File: config.mk
export PLATFORM = sky130hd
export DESIGN_NAME = calc_display
export DESIGN_NICKNAME = d
export VERILOG_FILES = /design/src/rtl/calc_display.sv
export SDC_FILE = /design/constraint.sdc
export NUM_CORES = 1
export LEC_CHECK = 0
export BUFFER_PORTS_ARGS = -buffer_cell sky130_fd_sc_hd__clkbuf_2
export CORE_ASPECT_RATIO = 0.75
export CORE_MARGIN = 10
export CORE_UTILIZATION = 54
export CTS_CLUSTER_DIAMETER = 40
export DETAILED_ROUTE_END_ITERATION = 10
export PLACE_DENSITY = 0.75
export SYNTH_ARGS = -nofsm -noshare
export SYNTH_HDL_FRONTEND = slang
export SYNTH_SLANG_ARGS = --single-unit
File: constraint.sdc
create_clock -name clock -period 2.2 [get_ports clock]
set_clock_uncertainty 0.1 [all_clocks]
set_input_delay 0.44 -clock clock [delete_from_list [all_inputs] [get_ports clock]]
set_output_delay 0.44 -clock clock [all_outputs]
set_load 0.005 [all_outputs]
File: src/rtl/calc_display.sv
// calc_display
// Takes the 8-bit unsigned result from the calculator stage and shows it on a
// three-digit multiplexed seven-segment display.
// - A sequential double-dabble converter turns the binary value into BCD in
//   8 clock steps. The digits currently on display stay frozen until the
//   conversion has finished.
// - A free-running prescaler rotates the one-hot digit select.
// Build option: define LEADING_ZERO_BLANK_EN to blank leading zero digits.
// The ones digit is never blanked.
module calc_display #(
  parameter int unsigned SCAN_DIV = 1000
) (
  input  logic       clock,
  input  logic       Reset,
  input  logic [7:0] NumIn,
  output logic [6:0] Segments,
  output logic [2:0] DigitSel,
  output logic       Busy
);

  // Last prescaler count before it wraps and the digit select advances.
  localparam logic [15:0] SCAN_LAST = 16'(SCAN_DIV - 1);
  // Step index of the eighth and final double-dabble step.
  localparam logic [3:0]  LAST_STEP = 4'd7;

  typedef enum logic [0:0] {
    IDLE    = 1'b0,
    CONVERT = 1'b1
  } state_t;

  state_t      state;
  state_t      state_next;

  // Value most recently accepted for display. A change on NumIn is detected
  // by comparing against this register.
  logic [7:0]  shown;

  // Committed BCD digits. Only these registers feed the segment decoder.
  logic [3:0]  hund;
  logic [3:0]  tens;
  logic [3:0]  ones;

  // Double-dabble working storage.
  logic [3:0]  work_hund;
  logic [3:0]  work_tens;
  logic [3:0]  work_ones;
  logic [7:0]  shift;
  logic [3:0]  step;

  // One combinational double-dabble step.
  logic [3:0]  adj_hund;
  logic [3:0]  adj_tens;
  logic [3:0]  adj_ones;
  logic [19:0] dabble_vec;
  logic [19:0] shifted;

  logic        start;
  logic        last_step;

  // Scan prescaler.
  logic [15:0] presc;

  // Segment selection.
  logic [3:0]  digit;
  logic        blank;

  // Double-dabble correction: a nibble of 5 or more gets 3 added, so that the
  // following left shift carries correctly into the next decimal digit.
  function automatic logic [3:0] dabble_adjust(input logic [3:0] nib);
    logic [3:0] res;
    if (nib >= 4'd5) begin
      res = nib + 4'd3;
    end else begin
      res = nib;
    end
    return res;
  endfunction

  // BCD digit to segment pattern; bit0 = a ... bit6 = g, active high.
  function automatic logic [6:0] seg_decode(input logic [3:0] dig);
    logic [6:0] seg;
    case (dig)
      4'd0:    seg = 7'b0111111;
      4'd1:    seg = 7'b0000110;
      4'd2:    seg = 7'b1011011;
      4'd3:    seg = 7'b1001111;
      4'd4:    seg = 7'b1100110;
      4'd5:    seg = 7'b1101101;
      4'd6:    seg = 7'b1111101;
      4'd7:    seg = 7'b0000111;
      4'd8:    seg = 7'b1111111;
      4'd9:    seg = 7'b1101111;
      default: seg = 7'b0000000;
    endcase
    return seg;
  endfunction

  // Conversion start (changed input while idle) and final-step detection.
  always_comb begin
    start     = (state == IDLE) && (NumIn != shown);
    last_step = (state == CONVERT) && (step == LAST_STEP);
  end

  // FSM state register.
  always_ff @(posedge clock) begin
    if (Reset) begin
      state <= IDLE;
    end else begin
      state <= state_next;
    end
  end

  // FSM next-state logic.
  always_comb begin
    state_next = state;
    case (state)
      IDLE: begin
        if (start) begin
          state_next = CONVERT;
        end else begin
          state_next = IDLE;
        end
      end
      CONVERT: begin
        if (last_step) begin
          state_next = IDLE;
        end else begin
          state_next = CONVERT;
        end
      end
      default: state_next = IDLE;
    endcase
  end

  // FSM outputs: Busy is high for every cycle spent in CONVERT.
  always_comb begin
    Busy = 1'b0;
    if (state == CONVERT) begin
      Busy = 1'b1;
    end else begin
      Busy = 1'b0;
    end
  end

  // One double-dabble step: correct every work nibble, then shift the
  // {work, shift} chain left by one bit.
  always_comb begin
    adj_hund   = dabble_adjust(work_hund);
    adj_tens   = dabble_adjust(work_tens);
    adj_ones   = dabble_adjust(work_ones);
    dabble_vec = {adj_hund, adj_tens, adj_ones, shift};
    shifted    = dabble_vec << 1;
  end

  // Converter datapath.
  // - A capture loads the input and clears the work area.
  // - Each CONVERT edge applies one step.
  // - The eighth step commits the finished digits, so no partial result is
  //   ever visible on the display.
  always_ff @(posedge clock) begin
    if (Reset) begin
      shown     <= 8'd0;
      shift     <= 8'd0;
      work_hund <= 4'd0;
      work_tens <= 4'd0;
      work_ones <= 4'd0;
      step      <= 4'd0;
      hund      <= 4'd0;
      tens      <= 4'd0;
      ones      <= 4'd0;
    end else begin
      case (state)
        IDLE: begin
          if (start) begin
            shown     <= NumIn;
            shift     <= NumIn;
            work_hund <= 4'd0;
            work_tens <= 4'd0;
            work_ones <= 4'd0;
            step      <= 4'd0;
          end else begin
            step      <= 4'd0;
          end
        end
        CONVERT: begin
          {work_hund, work_tens, work_ones, shift} <= shifted;
          step <= step + 4'd1;
          if (last_step) begin
            hund <= shifted[19:16];
            tens <= shifted[15:12];
            ones <= shifted[11:8];
          end else begin
            hund <= hund;
          end
        end
        default: begin
          step <= 4'd0;
        end
      endcase
    end
  end

  // Digit scan. The prescaler counts 0..SCAN_DIV-1. On each wrap the select
  // rotates ones -> tens -> hundreds -> ones. The scan runs independently of
  // the converter.
  always_ff @(posedge clock) begin
    if (Reset) begin
      presc    <= 16'd0;
      DigitSel <= 3'b001;
    end else if (presc == SCAN_LAST) begin
      presc    <= 16'd0;
      DigitSel <= {DigitSel[1:0], DigitSel[2]};
    end else begin
      presc    <= presc + 16'd1;
    end
  end

  // Pick the selected committed digit and decode it to segments. Optional
  // leading-zero blanking applies to the hundreds and tens digits only.
  always_comb begin
    digit = 4'd0;
    blank = 1'b0;
    case (DigitSel)
      3'b001: begin
        digit = ones;
        blank = 1'b0;
      end
      3'b010: begin
        digit = tens;
`ifdef LEADING_ZERO_BLANK_EN
        blank = (hund == 4'd0) && (tens == 4'd0);
`else
        blank = 1'b0;
`endif
      end
      3'b100: begin
        digit = hund;
`ifdef LEADING_ZERO_BLANK_EN
        blank = (hund == 4'd0);
`else
        blank = 1'b0;
`endif
      end
      default: begin
        digit = 4'hF;
        blank = 1'b1;
      end
    endcase
    if (blank) begin
      Segments = 7'b0000000;
    end else begin
      Segments = seg_decode(digit);
    end
  end

endmodule

==> metrics.txt, run 1 <==
status=finished, violations left; violations in the final reports=negative setup slack; first-pass GRT wire length=11,600 um; Row Count=24; sequential cell area=1280 sq um; number of detailed-routing iterations run before antenna repair=5; Routability Congestion=0.794; post-synthesis cell type count=45; # DRC=0; flop-to-flop setup slack=360 ps; pin count of the biggest net entering global routing=22; # port buffers=20; clk slew on worst S/H paths=70 ps; Iter 0 DRT Violations=97; RSZ-0062 raised after global routing=true; Critical Path RT=1660 ps; Post-Synth Adder-Cell Area=5.08%; Clk Latency, worst-skew pair=340 ps; Synth Net Count=403; max-cap violations=0; WHS Path Cells=3; CTS Sinks=64; Final Net Count=434; Inserted Clock Buffers=9; Initial Utilization=55.2%; number of synthesized flops with an enable pin=0; deepest clock path buffer count=2; Worst Hold Path EP=shown[3]$_SDFFE_PP0P_; CTS root buf=clkbuf_8; Setup TNS=-2690 ps; via count=2,685; setup ws final=-412 ps; proportion of layout cells with a drive suffix above 1=18.5%; Hold WC Path Type=primary input to register; initial antenna violation count=0; Power Density=632 nW/um^2; DP HPWL=4790 um; area post-placement=3470 sq um; Non-Filler Instances=494; Simple-Gate Fraction of Synth Area=22.5%; Core Footprint=5800 sq um; DIE AREA=9440 sq um; CP arrival=2070 ps; CP max FO=7; H-tree Lvls=3; Period minus WS final=2610 ps; Antenna Violating Nets Remaining=0; worst vdd rail ir drop=374 uV; final period utilization=119%; CTS tree=built; Crit Path Category=register to output pin; vias per cell=5.44; Post-synth ARST share=0%; Die Span Y=86.7 um; Fin. Hold Viols=0; syn avg cell area=8.43 sq um; endpoints failing setup=7; P&R area growth vs syn=16.5%; Final Instance Area=3730 sq um; ys flop type=dfxtp_1; Top Ports=21; Max-slew headroom=61.4%; post-synthesis sequential area ratio=40.0%; main combinational cell family by area after synthesis=simple AND/OR/NAND/NOR gates; RR Endpoint=presc[9]$_SDFF_PP0_; post-synthesis xor/xnor area fraction=7.39%; Synth Warn #=0; global route total overflow=0; post-synthesis cell count=380; placed cells=476; CP Launch Type=register; flops & latches, synth=64; Post-CTS Hold Buffers=0; Antenna diodes=0; vias in the first global route=2,542; drt total wl=6650 um; DIE WIDTH=109 um; R2R Path Start=presc[3]$_SDFF_PP0_; hold path startpoint=NumIn[3]; worst slew pin tran=580 ps; total leakage power=1.45 nW; complex-gate fraction of the synthesized area=15.6%; fmax=383 MHz; fill count=468; total power draw=2.36 mW; Final Slew Violations=0; CP Capture Type=output pin; drt wl/cell=13.5 um; All-Layer GR Usage=15.0%; mux share of post-synthesis cell area=3.75%; synthesized cell area=3200 sq um; Reg2Reg Depth=6; Multi-input gate area=1790 sq um
==> repair_timing <==
item                       4_1_cts  5_1_grt
setup endpoints to repair        7        7
buffers inserted                 1        1
gates resized for setup         10        3
pin swaps                        3        5
==> worst max-delay path by stage <==
stage	to	startpoint	slack (ps)	cells past startpoint
finish	Segments[5]	DigitSel[1]$_SDFFE_PP0P_	-410	8
global route	Segments[5]	DigitSel[2]$_SDFFE_PP0P_	-550	9
CTS	Segments[5]	DigitSel[1]$_SDFFE_PP0P_	-430	8
detailed placement	Segments[3]	DigitSel[0]$_SDFFE_PP1P_	-120	8
global placement	Segments[5]	DigitSel[2]$_SDFFE_PP0P_	-90	7
floorplan	Segments[5]	DigitSel[1]$_SDFFE_PP0P_	0.5	7
==> cell families after synthesis <==
family | Yosys count
muxes | 12
xor gates and xnor gates | 27
and+or+nand+nor | 147
AOI/OAI and AO/OA | 81
DFF | 64
buffers and inverters | 36
adders and majority gates | 13
==> where the power goes <==
| group | leakage [nW] | switching (mW) | internal [mW] |
|---|---|---|---|
| clock | 0.0989 | 0.475 | 0.557 |
| combinational | 0.831 | 0.0744 | 0.0486 |
| sequential | 0.521 | 0.0166 | 1.18 |
==> worst max-delay path, stage by stage (launching register included) <==
cell and delay [ps]:
dfxtp_2 350, or3b_4 430, o22ai_4 240, buf_6 140, ha_1 160, nand2_2 60, o21a_1 110, o21ai_1 120
clkbuf_2 130
==> sequential cells by signal, indices dropped and copies added, names as in the netlist <==
signal,flops
shown,8
work_hund,4
hund,4
tens,4
ones,4
shift,8
presc,16
step,4
work_ones,4
work_tens,4
state,1
DigitSel,3
==> metrics by stage <==
step / setup WS [ps] / utilization (%) / hold WS (ps)
6_report: -412 / 64.3 / 254
5_1_grt: -546 / 64.3 / 244
4_1_cts: -429 / 64.1 / 240
3_5_place_dp: -120 / 59.9 / 337
3_3_place_gp: -85.6 / 59.9 / 331
2_1_floorplan: 0.469 / - / 318
==> synth_stat cells, types with 2 or more instances <==
| library cell | number | area [sq um] |
|---|---|---|
| a22oi_1 | 2 | 15.0 |
| buf_6 | 5 | 56.3 |
| dfxtp_1 | 64 | 1280 |
| buf_1 | 2 | 7.51 |
| nor2_1 | 42 | 158 |
| and3_4 | 2 | 22.5 |
| a2111oi_2 | 2 | 30.0 |
| nand4_1 | 2 | 12.5 |
| o22a_1 | 3 | 26.3 |
| ha_1 | 13 | 163 |
| clkbuf_1 | 12 | 45.0 |
| a31oi_1 | 3 | 18.8 |
| nand2b_1 | 9 | 56.3 |
| and3_1 | 5 | 31.3 |
| nand3_1 | 25 | 125 |
| a211oi_1 | 11 | 82.6 |
| o21ai_0 | 13 | 65.1 |
| xor2_1 | 20 | 175 |
| or4b_2 | 2 | 20.0 |
| o22ai_1 | 2 | 12.5 |
| nor4_1 | 3 | 18.8 |
| nand2_1 | 38 | 143 |
| buf_4 | 2 | 15.0 |
| xnor2_1 | 7 | 61.3 |
| a2bb2oi_1 | 2 | 17.5 |
| a21oi_1 | 38 | 190 |
| mux2i_1 | 12 | 120 |
| nor3_1 | 4 | 20.0 |
| nor2b_1 | 3 | 18.8 |
| nor3b_1 | 4 | 30.0 |
| inv_1 | 14 | 52.6 |
==> area by class of cell <==
class                      instances  area share, %
clock buffer                      10           3.69
clock inverter                     6           1.81
inverter                          14           1.41
multi-input combinational        280           48.1
sequential                        64           34.5
tap                               78           2.62
timing repair buffer              42           7.89
==> metal layers <==
layer	vias up	share of wire, %	track usage (%)
li1	1377	-	-
met1	1254	45	18.6
met2	50	49	24.5
met3	4	4.9	5.04
met4	0	0.48	3.94
met5	-	0	0
==> placed cells by master, fill, tap and decap left out, types with 4 or more instances in the layout <==
master,count
a211oi_1,11
a21oi_1,38
and3_1,5
buf_4,19
clkbuf_2,19
clkbuf_8,10
dfxtp_1,61
ha_1,13
inv_1,13
mux2i_1,12
nand2_1,37
nand2b_1,9
nand3_1,25
nor2_1,40
nor3_1,4
o21ai_0,10
o21ai_1,4
xnor2_1,7
xor2_1,20
No activity file was read; power rests on OpenSTA's default activity.
==> run 2: changes to the inputs <==
- CORE_UTILIZATION: 54 -> 43
- PLACE_DENSITY: 0.75 -> 0.62
==> metrics.txt, run 2 (synthesized netlist as in run 1, its figures left out) <==
WP depth=8; Antenna diodes=0; Reg2Reg Depth=6; P&R area growth vs syn=19.6%; violations in the final reports=negative setup slack; Routability Congestion=0.853; hold path startpoint=NumIn[1]; Iter 0 DRT Violations=124; CP delay by family, top=simple AND/OR/NAND/NOR gates; CP Launch Type=register; fill count=696; Critical Path Start=DigitSel[1]$_SDFFE_PP0P_; vias per cell=5.16; Die Span Y=94.7 um; CP Capture Type=output pin; max-cap violations=0; Buf/Inv on CP=3; proportion of layout cells with a drive suffix above 1=19.7%; fmax=381 MHz; CP dominant cell by count=buf_6; CTS root buf=clkbuf_8; initial antenna violation count=0; Crit Path Category=register to output pin; area post-placement=3470 sq um; placed cells=496; endpoints failing setup=7; clk slew on worst S/H paths=70 ps; DIE WIDTH=120 um; deepest clock path buffer count=2; Slowest cell on crit path=or3b_4; Top Ports=21; All-Layer GR Usage=12.0%; Final Instance Area=3830 sq um; commonest non-fill, non-tap cell in the layout=dfxtp_1; Antenna Violating Nets Remaining=0; Fin. Hold Viols=0; Core Footprint=7300 sq um; RSZ-0062 raised after global routing=true; final period utilization=119%; status=finished, violations left; Post-CTS Hold Buffers=0; Initial Utilization=43.9%; Final Net Count=434; pin count of the biggest net entering global routing=25; max incr delay on CP=440 ps; worst slew pin tran=767 ps; CTS Sinks=64; WHS Path Cells=3; Hold WC Path Type=primary input to register; DP HPWL=4660 um; vias in the first global route=2,482; number of detailed-routing iterations run before antenna repair=4; drt total wl=6680 um; Power Density=634 nW/um^2; via count=2,669; Top reg by flops=presc; CP arrival=2080 ps; Clk Latency, worst-skew pair=340 ps; total leakage power=1.47 nW; Non-Filler Instances=517; global route total overflow=0; H-tree Lvls=3; Final Slew Violations=0; CP cell instances=or3b_4 -> o32ai_4 -> nor2_4 -> buf_6 -> buf_6 -> nand3b_1 -> o21ai_1 -> buf_2; drt wl/cell=12.9 um; # DRC=0; Setup TNS=-2750 ps; setup ws final=-423 ps; most frequent cells in the layout=61 x dfxtp_1, 40 x nor2_1, 37 x a21oi_1, 37 x nand2_1, 25 x nand3_1; Period minus WS final=2620 ps; largest registers=presc x16, shift x8, shown x8; Max-slew headroom=48.8%; worst vdd rail ir drop=326 uV; Critical Path RT=1660 ps; CP max FO=6; CTS tree=built; Inserted Clock Buffers=9; Row Count=27; first-pass GRT wire length=11,400 um; max reg flops=16; DIE AREA=11,300 sq um; # port buffers=20; R2R Path Start=shown[6]$_SDFFE_PP0P_
run 2: final timing paths:
kind                                               to  slack (ps)
worst max-delay path                      Segments[3]        -420
worst max register to register  shift[4]$_SDFFE_PP0P_         310
worst min-delay path            shown[1]$_SDFFE_PP0P_         270
worst min register to register    presc[0]$_SDFF_PP0_         350
run 2: report_power, final:
part	switching [mW]	internal, mW
logic	0.0719	0.0470
registers	0.0180	1.18
clock network	0.444	0.662
total	0.534	1.89
run 2: cell type report:
| cell class | instances | area, sq um | share of cell area [%] |
|---|---|---|---|
| Clock buffer | 10 | 138 | 3.59 |
| Clock inverter | 6 | 82.6 | 2.16 |
| Inverter | 14 | 52.6 | 1.37 |
| Multi-Input combinational cell | 280 | 1850 | 48.2 |
| Sequential cell | 64 | 1290 | 33.7 |
| Tap cell | 101 | 126 | 3.30 |
| Timing Repair Buffer | 42 | 293 | 7.65 |
run 2: what timing repair did:
action,4_1_cts,5_1_grt
endpoints found under the setup margin,7,7
buffers inserted,2,3
pin swaps,2,12
gates resized for setup,10,22
run 2: per-layer routing:
metal | wire, um | up-vias | part of all wire [%] | track usage [%]
met5 | 0 | - | 0 | 0
met4 | 50 | 0 | 0.75 | 3.31
met3 | 254 | 6 | 3.8 | 3.87
met2 | 3000 | 36 | 45 | 19.0
met1 | 3370 | 1244 | 50 | 15.4
li1 | - | 1383 | - | -
run 2: worst register-to-register path: stages, from the launching register on:
cell and delay [ps]:
dfxtp_1 320, xor2_1 150, nor4_1 410, and2_1 260
buf_4 200, mux2i_1 210, a211oi_1 90
run 2: metrics by stage:
| stage | hold slack [ps] | power, mW | worst slack [ps] | util [%] |
|---|---|---|---|---|
| after floorplan | 318 | 1.31 | 0.469 | - |
| after global placement | 328 | 1.35 | -101 | 47.5 |
| after detailed placement | 338 | 1.35 | -161 | 47.5 |
| after CTS | 254 | 2.46 | -418 | 51.1 |
| after global routing | 260 | 2.52 | -535 | 52.5 |
| final | 266 | 2.43 | -423 | 52.5 |
